[src/rtl/id_ex_stage_if.sv]
// ID -> EX stage bus: upstream handshake and decoded fields, writeback bypass,
// flush, and the downstream handshake toward the ALU.
interface id_ex_stage_if #(
   parameter int XLEN = 64,
   parameter int OPW  = 4,
   parameter int RW   = 5
);
   // control
   logic            flush_i_idex;
   // upstream (ID side)
   logic            valid_i_idex;
   logic            ready_o_idex;
   logic [OPW-1:0]  aluop_i_idex;
   logic [XLEN-1:0] op1_i_idex;
   logic [XLEN-1:0] op2_i_idex;
   logic [RW-1:0]   rs1_i_idex;
   logic [RW-1:0]   rs2_i_idex;
   logic            use_rs1_i_idex;
   logic            use_rs2_i_idex;
   logic [RW-1:0]   rd_i_idex;
   logic            wen_i_idex;
   // writeback bypass bus
   logic            fwd_wen_i_idex;
   logic [RW-1:0]   fwd_rd_i_idex;
   logic [XLEN-1:0] fwd_data_i_idex;
   // downstream (EX side)
   logic            valid_o_idex;
   logic            ready_i_idex;
   logic [OPW-1:0]  aluop_o_idex;
   logic [XLEN-1:0] op1_o_idex;
   logic [XLEN-1:0] op2_o_idex;
   logic [RW-1:0]   rd_o_idex;
   logic            wen_o_idex;

   // Environment view: drives ID/bypass/EX-ready, observes the stage outputs.
   modport master (
      output flush_i_idex, valid_i_idex, aluop_i_idex, op1_i_idex, op2_i_idex,
             rs1_i_idex, rs2_i_idex, use_rs1_i_idex, use_rs2_i_idex,
             rd_i_idex, wen_i_idex, fwd_wen_i_idex, fwd_rd_i_idex,
             fwd_data_i_idex, ready_i_idex,
      input  ready_o_idex, valid_o_idex, aluop_o_idex, op1_o_idex,
             op2_o_idex, rd_o_idex, wen_o_idex
   );

   // Stage view.
   modport slave (
      input  flush_i_idex, valid_i_idex, aluop_i_idex, op1_i_idex, op2_i_idex,
             rs1_i_idex, rs2_i_idex, use_rs1_i_idex, use_rs2_i_idex,
             rd_i_idex, wen_i_idex, fwd_wen_i_idex, fwd_rd_i_idex,
             fwd_data_i_idex, ready_i_idex,
      output ready_o_idex, valid_o_idex, aluop_o_idex, op1_o_idex,
             op2_o_idex, rd_o_idex, wen_o_idex
   );
endinterface

[src/rtl/id_ex_stage.sv]
// Decode-to-execute stage: 2-entry skid buffer (head + skid) between ID and
// the ALU, with operand patching from the writeback bypass bus both when an
// instruction is captured and every cycle while it is held.
module id_ex_stage #(
   parameter int XLEN = 64,
   parameter int OPW  = 4,
   parameter int RW   = 5
) (
   input logic          clk,
   input logic          rst_n,
   id_ex_stage_if.slave bus
);

   typedef struct packed {
      logic [OPW-1:0]  aluop;
      logic [XLEN-1:0] op1;
      logic [XLEN-1:0] op2;
      logic [RW-1:0]   rs1;
      logic [RW-1:0]   rs2;
      logic            use_rs1;
      logic            use_rs2;
      logic [RW-1:0]   rd;
      logic            wen;
   } entry_t;

   typedef enum logic [1:0] {EMPTY, ONE, TWO} occ_e;

   occ_e   state_q, state_d;
   entry_t head_q, head_d;
   entry_t skid_q, skid_d;
   entry_t in_e, cap_e, head_held, skid_held;
   logic   accept, pop;

   // Replace operands whose source register is being written on the bypass
   // bus this cycle; x0 is hard-wired and never forwarded.
   function automatic entry_t patch(input entry_t          e,
                                    input logic            fwen,
                                    input logic [RW-1:0]   frd,
                                    input logic [XLEN-1:0] fdata);
      entry_t r;
      r = e;
      if (fwen && e.use_rs1 && (e.rs1 != '0) && (e.rs1 == frd)) r.op1 = fdata;
      if (fwen && e.use_rs2 && (e.rs2 != '0) && (e.rs2 == frd)) r.op2 = fdata;
      return r;
   endfunction

   // Handshake qualifiers; ready_o depends only on registered occupancy.
   assign accept = bus.valid_i_idex & (state_q != TWO) & ~bus.flush_i_idex;
   assign pop    = (state_q != EMPTY) & bus.ready_i_idex;

   // Incoming entry; a write to x0 is squashed so EX never sees it.
   always_comb begin
      in_e.aluop   = bus.aluop_i_idex;
      in_e.op1     = bus.op1_i_idex;
      in_e.op2     = bus.op2_i_idex;
      in_e.rs1     = bus.rs1_i_idex;
      in_e.rs2     = bus.rs2_i_idex;
      in_e.use_rs1 = bus.use_rs1_i_idex;
      in_e.use_rs2 = bus.use_rs2_i_idex;
      in_e.rd      = bus.rd_i_idex;
      in_e.wen     = bus.wen_i_idex & (bus.rd_i_idex != '0);
   end

   assign cap_e     = patch(in_e,   bus.fwd_wen_i_idex, bus.fwd_rd_i_idex, bus.fwd_data_i_idex);
   assign head_held = patch(head_q, bus.fwd_wen_i_idex, bus.fwd_rd_i_idex, bus.fwd_data_i_idex);
   assign skid_held = patch(skid_q, bus.fwd_wen_i_idex, bus.fwd_rd_i_idex, bus.fwd_data_i_idex);

   // Next occupancy and entry contents; flush overrides accept and pop.
   always_comb begin
      // NOTE: every output gets a default first so no path infers a latch.
      state_d = state_q;
      head_d  = head_q;
      skid_d  = skid_q;
      unique case (state_q)
         EMPTY: begin
            if (accept) begin
               head_d  = cap_e;
               state_d = ONE;
            end
         end
         ONE: begin
            head_d = head_held;
            if (accept && pop) begin
               head_d = cap_e;
            end else if (accept) begin
               skid_d  = cap_e;
               state_d = TWO;
            end else if (pop) begin
               state_d = EMPTY;
            end
         end
         TWO: begin
            head_d = head_held;
            skid_d = skid_held;
            if (pop) begin
               head_d  = skid_held;
               state_d = ONE;
            end
         end
         default: state_d = EMPTY;
      endcase
      if (bus.flush_i_idex) state_d = EMPTY;
   end

   // Occupancy register.
   always_ff @(posedge clk or negedge rst_n) begin
      // NOTE: non-blocking assignments keep all registers updating from
      // the same pre-edge values regardless of process ordering.
      if (!rst_n) state_q <= EMPTY;
      else        state_q <= state_d;
   end

   // Entry data registers.
   always_ff @(posedge clk or negedge rst_n) begin
      // NOTE: data is reset too, because the head drives the outputs and
      // they must read zero straight out of reset.
      if (!rst_n) begin
         head_q <= '0;
         skid_q <= '0;
      end else begin
         head_q <= head_d;
         skid_q <= skid_d;
      end
   end

   assign bus.ready_o_idex = (state_q != TWO);
   assign bus.valid_o_idex = (state_q != EMPTY);
   assign bus.aluop_o_idex = head_q.aluop;
   assign bus.op1_o_idex   = head_q.op1;
   assign bus.op2_o_idex   = head_q.op2;
   assign bus.rd_o_idex    = head_q.rd;
   assign bus.wen_o_idex   = head_q.wen;

endmodule

[src/flat_wrapper.sv]
// flat-port wrapper written by rule: the top's interface ports become plain ports
module id_ex_stage_flat 
#(
   parameter int XLEN = 64,
   parameter int OPW  = 4,
   parameter int RW   = 5
)
  (clk, rst_n, bus_flush_i_idex, bus_valid_i_idex, bus_aluop_i_idex, bus_op1_i_idex, bus_op2_i_idex, bus_rs1_i_idex, bus_rs2_i_idex, bus_use_rs1_i_idex, bus_use_rs2_i_idex, bus_rd_i_idex, bus_wen_i_idex, bus_fwd_wen_i_idex, bus_fwd_rd_i_idex, bus_fwd_data_i_idex, bus_ready_i_idex, bus_ready_o_idex, bus_valid_o_idex, bus_aluop_o_idex, bus_op1_o_idex, bus_op2_o_idex, bus_rd_o_idex, bus_wen_o_idex);
  id_ex_stage_if #(.XLEN(XLEN), .OPW(OPW), .RW(RW)) bus_i ();
  input logic clk;
  input logic rst_n;
  input wire logic [$bits(bus_i.flush_i_idex)-1:0] bus_flush_i_idex;
  input wire logic [$bits(bus_i.valid_i_idex)-1:0] bus_valid_i_idex;
  input wire logic [$bits(bus_i.aluop_i_idex)-1:0] bus_aluop_i_idex;
  input wire logic [$bits(bus_i.op1_i_idex)-1:0] bus_op1_i_idex;
  input wire logic [$bits(bus_i.op2_i_idex)-1:0] bus_op2_i_idex;
  input wire logic [$bits(bus_i.rs1_i_idex)-1:0] bus_rs1_i_idex;
  input wire logic [$bits(bus_i.rs2_i_idex)-1:0] bus_rs2_i_idex;
  input wire logic [$bits(bus_i.use_rs1_i_idex)-1:0] bus_use_rs1_i_idex;
  input wire logic [$bits(bus_i.use_rs2_i_idex)-1:0] bus_use_rs2_i_idex;
  input wire logic [$bits(bus_i.rd_i_idex)-1:0] bus_rd_i_idex;
  input wire logic [$bits(bus_i.wen_i_idex)-1:0] bus_wen_i_idex;
  input wire logic [$bits(bus_i.fwd_wen_i_idex)-1:0] bus_fwd_wen_i_idex;
  input wire logic [$bits(bus_i.fwd_rd_i_idex)-1:0] bus_fwd_rd_i_idex;
  input wire logic [$bits(bus_i.fwd_data_i_idex)-1:0] bus_fwd_data_i_idex;
  input wire logic [$bits(bus_i.ready_i_idex)-1:0] bus_ready_i_idex;
  output wire logic [$bits(bus_i.ready_o_idex)-1:0] bus_ready_o_idex;
  output wire logic [$bits(bus_i.valid_o_idex)-1:0] bus_valid_o_idex;
  output wire logic [$bits(bus_i.aluop_o_idex)-1:0] bus_aluop_o_idex;
  output wire logic [$bits(bus_i.op1_o_idex)-1:0] bus_op1_o_idex;
  output wire logic [$bits(bus_i.op2_o_idex)-1:0] bus_op2_o_idex;
  output wire logic [$bits(bus_i.rd_o_idex)-1:0] bus_rd_o_idex;
  output wire logic [$bits(bus_i.wen_o_idex)-1:0] bus_wen_o_idex;
  assign bus_i.flush_i_idex = bus_flush_i_idex;
  assign bus_i.valid_i_idex = bus_valid_i_idex;
  assign bus_i.aluop_i_idex = bus_aluop_i_idex;
  assign bus_i.op1_i_idex = bus_op1_i_idex;
  assign bus_i.op2_i_idex = bus_op2_i_idex;
  assign bus_i.rs1_i_idex = bus_rs1_i_idex;
  assign bus_i.rs2_i_idex = bus_rs2_i_idex;
  assign bus_i.use_rs1_i_idex = bus_use_rs1_i_idex;
  assign bus_i.use_rs2_i_idex = bus_use_rs2_i_idex;
  assign bus_i.rd_i_idex = bus_rd_i_idex;
  assign bus_i.wen_i_idex = bus_wen_i_idex;
  assign bus_i.fwd_wen_i_idex = bus_fwd_wen_i_idex;
  assign bus_i.fwd_rd_i_idex = bus_fwd_rd_i_idex;
  assign bus_i.fwd_data_i_idex = bus_fwd_data_i_idex;
  assign bus_i.ready_i_idex = bus_ready_i_idex;
  assign bus_ready_o_idex = bus_i.ready_o_idex;
  assign bus_valid_o_idex = bus_i.valid_o_idex;
  assign bus_aluop_o_idex = bus_i.aluop_o_idex;
  assign bus_op1_o_idex = bus_i.op1_o_idex;
  assign bus_op2_o_idex = bus_i.op2_o_idex;
  assign bus_rd_o_idex = bus_i.rd_o_idex;
  assign bus_wen_o_idex = bus_i.wen_o_idex;
  id_ex_stage #(.XLEN(XLEN), .OPW(OPW), .RW(RW)) u_core (.clk(clk), .rst_n(rst_n), .bus(bus_i));
endmodule
[config.mk]
export PLATFORM = sky130hd
export DESIGN_NAME = id_ex_stage_flat
export DESIGN_NICKNAME = d
export VERILOG_FILES = /design/src/rtl/id_ex_stage_if.sv /design/src/rtl/id_ex_stage.sv /design/src/flat_wrapper.sv
export SDC_FILE = /design/constraint.sdc
export NUM_CORES = 1
export LEC_CHECK = 0
export CELL_PAD_IN_SITES_DETAIL_PLACEMENT = 2
export CELL_PAD_IN_SITES_GLOBAL_PLACEMENT = 2
export CORE_MARGIN = 5
export CORE_UTILIZATION = 36
export CTS_CLUSTER_DIAMETER = 200
export CTS_CLUSTER_SIZE = 16
export DETAILED_ROUTE_END_ITERATION = 10
export PLACE_DENSITY_LB_ADDON = 0.15
export SYNTH_ARGS = -nofsm -noshare
export SYNTH_HDL_FRONTEND = slang
export SYNTH_SLANG_ARGS = --single-unit
[constraint.sdc]
create_clock -name clk -period 6.6 [get_ports clk]
set_clock_uncertainty 0.2 [all_clocks]
set_input_delay 0.99 -clock clk [delete_from_list [all_inputs] [get_ports clk]]
set_output_delay 0.99 -clock clk [all_outputs]
set_load 0.01 [all_outputs]
### After elaboration in Yosys (flattened, before gate mapping)

Index checks and enable logic that the tools add are counted.

* flip-flop bits (word level): 302
* input port bits: 225
* output and inout bits: 140
* word-level logic and storage cells: 98

* equal/unequal tests: 18
* muxes and demuxes: 19
* bitwise gates (word level): 7
* reductions and logical operators: 35

Operator list (count)
* 150-bit 2-to-1 mux: 4
* 150-bit one-hot mux with 3 select lines: 1
* 64-bit 2-to-1 mux: 6
* 150-bit one-hot mux with 2 select lines: 1
* 5-bit nonzero test: 7
* 5-bit equality test: 6
* 1-bit logical AND: 19
* 2-bit 2-to-1 mux: 6
* 4-bit AND reduction: 3
* 2-bit by 1-bit inequality test with 1-bit output (second input constant): 4
* 3-bit by 2-bit inequality test with 1-bit output (second input constant): 2
* 2-bit one-hot mux with 3 select lines: 1
* 1-bit bitwise AND: 4
* 2-bit inequality test (second input constant): 2
* 4-bit by 2-bit inequality test with 1-bit output (second input constant): 1
* 2-bit nonzero test: 2
* 3-bit inequality test (second input constant): 1
* 1-bit inverter: 3
* 3-bit AND reduction: 1
* 3-bit nonzero test: 1
* 2-bit by 1-bit equality test with 1-bit output (second input constant): 1
* 2-bit equality test (second input constant): 1
* 2-bit logical NOT: 1
* 2-bit AND reduction: 1

### Depth between registers and ports, before layout

* depth after elaboration: 7
* gate-level depth with buffers: 11
* gate-level depth less buffers: 7

### Worst setup path after synthesis

OpenSTA, ideal clock, no wires.

* kind: input to register
* from: in bus_fwd_rd_i_idex[0]
* to: reg u_core.skid_q[62] in the netlist's numbering
* data arrival time: 2.502 ns
* required time: 6.248 ns
* setup slack: 3.745 ns
* stages: 8
* path through: buf_4 or4_1 a21oi_1 nor3_1 buf_2 clkbuf_1 o22ai_1 a221oi_2

* cells in the longest elaborated chain, start to end: 6

Ends and longest elaborated chain
* from (decl): RTL line flat_wrapper.sv:24 `input wire logic [$bits(bus_i.fwd_rd_i_idex)-1:0] bus_fwd_rd_i_idex;`
* 5-bit equality test: RTL line id_ex_stage.sv:43 `if (fwen && e.use_rs2 && (e.rs2 != '0) && (e.rs2 == frd)) r.op2 = fdata;`
* 1-bit logical AND: RTL line id_ex_stage.sv:43
* 64-bit 2-to-1 mux: RTL line id_ex_stage.sv:43
* 150-bit 2-to-1 mux: RTL line id_ex_stage.sv:85 `end else if (accept) begin`
* 150-bit 2-to-1 mux: RTL line id_ex_stage.sv:83 `if (accept && pop) begin`
* 150-bit one-hot mux with 2 select lines (*): RTL line id_ex_stage.sv:74 `unique case (state_q)`
* to (signal assigned): RTL line id_ex_stage.sv:122 `skid_q <= skid_d;`
* to (decl): RTL line id_ex_stage.sv:30 `entry_t skid_q, skid_d;`

Mark *: on every way between the ends. The rest lies on a longest branch, timed or not. The select of a mux whose other input is x is not followed.
A chain may end at the register's enable or synchronous reset.

### Final worst setup path

* from: reg u_core.state_q[0]
* to: reg u_core.head_q, in the netlist u_core.bus.op1_o_idex[51]

* cells in the longest elaborated chain, start to end: 6

Ends and longest elaborated chain
* from (decl): RTL line id_ex_stage.sv:28 `occ_e state_q, state_d;`
* from (signal assigned): RTL line id_ex_stage.sv:110 `else state_q <= state_d;`
* 2-bit inequality test: RTL line id_ex_stage.sv:48 `assign accept = bus.valid_i_idex & (state_q != TWO) & ~bus.flush_i_idex;`
* 1-bit bitwise AND (2 in a row): RTL line id_ex_stage.sv:48
* 1-bit logical AND: RTL line id_ex_stage.sv:83
* 150-bit 2-to-1 mux: RTL line id_ex_stage.sv:83
* 150-bit one-hot mux with 3 select lines: RTL line id_ex_stage.sv:74
* to (signal assigned): RTL line id_ex_stage.sv:118 `head_q <= '0;`
* to (signal assigned): RTL line id_ex_stage.sv:121 `head_q <= head_d;`
* to (decl): RTL line id_ex_stage.sv:29 `entry_t head_q, head_d;`

Parallel ways exist; a longest one is shown, timed or not. The select of a mux whose other input is x is not followed.

==> out/metrics.csv <==
stage,metric,value,unit
cells_and_area,drive_above_1_share,10.66,%
clock_tree,path_clk_slew,0.09,ns
synthesis,synth-edff-count,0,
die,io_pins,365,
placed_design,port_buffers,364,
synthesis,ys_seq_area_share,39.50,%
synthesis,syn_inst,1945,
die,start_util,36.34,%
die,fp.dieW,240.5,microns
cells_and_area,multiInputGateArea,10360,sq um
synthesis,syn_area,19130,sq um
cells_and_area,fin_nets,2377,
timing,finalCritPeriodShare,64.25,%
min_path,hold_class,input pin to async pin,
detailed_routing,drt_iter0_drc,1321,
critical_path,crit_arrival,4.49,ns
global_routing,antenna_found_initial,9,
synthesis,synth_mux_area_share,15.52,%
timing,drv_slew,0,
synthesis,yosysTopAreaCell,dfrtp_1,
die,core.rowCount,84,
clock_tree,cts_resized,0,
timing,period_needed,4.240,ns
placed_design,dp_hpwl,51310,microns
run,max_cap_violations,0,
detailed_routing,wl_per_cell,30.00,microns
detailed_routing,vias,18390,
timing,finalSetupTns,0,ns
detailed_routing,via_per_inst,6.466,
synthesis,synth_top_area_share,39.50,%
clock_tree,clkLatencyLatePin,0.56,ns
timing,whs,0.2294,ns
synthesis,synth-simple-area-share,10.72,%
timing,worst_pin_slew,1.162,ns
synthesis,synth-compound-area-share,25.97,%
critical_path,cp.required,6.85,ns
clock_tree,cts-root-buf,clkbuf_16,
timing,hold_violations,0,
timing,rsz0062_at_grt,no,
timing,fmax,235.8,MHz
critical_path,crit_path_end_kind,flop,
detailed_routing,ant_nets,0,
clock_tree,cts_setup_buffers,0,
placed_design,gp_congestion,0.8060,
clock_tree,cts_buffers,22,
synthesis,synth_top_family_by_area,compound AO/OA/AOI/OAI gates,
cells_and_area,fill_cells,5489,
run_status,status,"complete, no violations",
timing,slew_headroom,22.53,%
clock_tree,cts_hold_buf,0,
cells_and_area,mostFrequentLayoutCell,clkdlybuf4s50_1,
clock_tree,tritoncts,done,
cells_and_area,seq_area,7557,sq um
clock_tree,clockBufferDepth,3,
global_routing,grt_pass1_wl,127500,microns
clock_tree,cts.sinks,302,
detailed_routing,routed_wl,85320,microns
power,peakVddDrop,309.1,uV
power,p_per_area,439.8,nW/um^2
detailed_routing,drtPass1Iterations,5,
synthesis,yosys.area_share.xor_xnor,1.053,%
critical_path,crit_path_start_kind,flop,
global_routing,grt_pass1_vias,20340,
synthesis,synth_cell_type_count,61,
global_routing,grt_use_total,28.14,%
critical_path,cp_max_fo,75,
synthesis,ys.flop_type,dfrtp_1,
die,dieArea,57860,sq um
global_routing,grt_start_max_net_pins,129,
power,cellLeakagePower,9.387,nW
die,die_h,240.5,microns
timing,setup_viol,0,
synthesis,syn_nets,2174,
detailed_routing,drc,0,
clock_tree,htreeDepth,1,
synthesis,yosys-top-cells-area,"dfrtp_1 (39%), mux2i_1 (6.7%), a32oi_1 (5.9%)",
die,coreArea,52660,sq um
synthesis,ys_seq_elements,302,
synthesis,syn_avg_cell_area,9.837,sq um
global_routing,overflow,0,
synthesis,synthAdderAreaFrac,0.2616,%
cells_and_area,layout_common_cells,"clkdlybuf4s50_1 (363), dfrtp_1 (302), nand2_1 (222)",
critical_path,path_class,flop to flop,
cells_and_area,area_growth,23.43,%
synthesis,synthArstFlopShare,100.0,%
synthesis,yosys_warnings,0,
==> cells in the mapped netlist (7+ instances only) <==
library cell / instances
buf_6: 11
o21ai_0: 23
buf_2: 57
inv_1: 72
buf_4: 25
mux2_2: 86
dfrtp_1: 302
xnor2_1: 7
o211ai_1: 64
clkbuf_1: 122
xor2_1: 16
a221oi_1: 69
mux2_1: 63
a22oi_1: 20
a32oi_1: 128
and3_1: 68
a221oi_2: 60
mux2i_1: 129
nor2_1: 134
o22ai_1: 128
o311ai_1: 64
nand2_1: 223
==> metrics by stage <==
step	power, mW	setup WS, ns	instances	util, %	cell area, sq um
2_1_floorplan	6.730	3.745	1945	-	19130
3_3_place_gp	8.742	1.941	2812	43.69	23010
3_5_place_dp	9.029	1.930	2812	43.69	23010
4_1_cts	10.41	2.346	2836	44.81	23600
5_1_grt	10.94	2.169	2842	44.84	23610
6_report	10.39	2.360	2844	44.85	23620
==> path summary, 6_finish.rpt <==
kind	slack, ns	cells after the start	startpoint	endpoint
setup reg to reg	2.36	8	u_core.state_q[0]$_DFFE_PN0P_	u_core.bus.op1_o_idex[51]$_DFFE_PN0P_
max in group asynchronous	4.44	2	rst_n	u_core.head_held[9]$_DFFE_PN0P_
min in group clk	0.29	2	u_core.bus.wen_o_idex$_DFFE_PN0P_	u_core.bus.wen_o_idex$_DFFE_PN0P_
hold / removal	0.23	1	rst_n	u_core.skid_q[132]$_DFFE_PN0P_
hold reg to reg	0.29	2	u_core.bus.wen_o_idex$_DFFE_PN0P_	u_core.bus.wen_o_idex$_DFFE_PN0P_
setup / recovery	2.36	8	u_core.state_q[0]$_DFFE_PN0P_	u_core.bus.op1_o_idex[51]$_DFFE_PN0P_
==> critical path, cell delays in order, from the launching register on <==
cell and delay (ns):
dfrtp_1 0.41, inv_1 0.15, ha_4 0.51, and4b_1 1.00
and2b_4 0.83, buf_12 0.41, nand2_1 0.14, mux2_1 0.33
o311ai_1 0.09
==> cell type report <==
type / instances / area share [%]
inverters: 72 / 1.144
diodes: 8 / 0.08477
flip-flops and latches: 302 / 32.00
repair buffers: 397 / 16.76
well taps: 688 / 3.645
multi-input cells: 1353 / 43.87
clock buffers: 24 / 2.495
==> per-layer routing <==
layer  vias up  global-route usage [%]  routed length [microns]
met1      9734                   37.59                    36430
li1       7900                       -                        -
met2       619                   47.63                    41600
met5         -                       0                       46
met3       130                   4.045                     4857
met4         6                   8.597                     2385
==> sequential cells by signal, indices dropped and copies added (netlist names) <==
signal	count
u_core.bus.wen_o_idex	1
u_core.skid_q	128
u_core.bus.op2_o_idex	64
u_core.head_held	12
u_core.bus.rd_o_idex	5
u_core.bus.op1_o_idex	64
u_core.bus.aluop_o_idex	4
u_core.skid_held	22
u_core.state_q	2
==> cells by family (layout without fill, tap and decap cells) <==
logic type / Yosys count / count (layout)
multiplexers: 278 / 278
AO/OA/AOI/OAI: 583 / 583
flip-flops: 302 / 302
other: 0 / 8
adder cells (fa/ha/maj): 4 / 4
AND/OR/NAND/NOR: 465 / 465
XOR/XNOR: 23 / 23
buffers and inverters: 290 / 493
==> report_power, final <==
part / internal, mW / total (mW) / switching [mW]
Sequential: 2.76 / 3.50 / 0.736
Combinational: 2.42 / 5.52 / 3.10
Clock: 0.630 / 1.36 / 0.733
Total: 5.81 / 10.4 / 4.57
(Power assumes the default switching activity.)
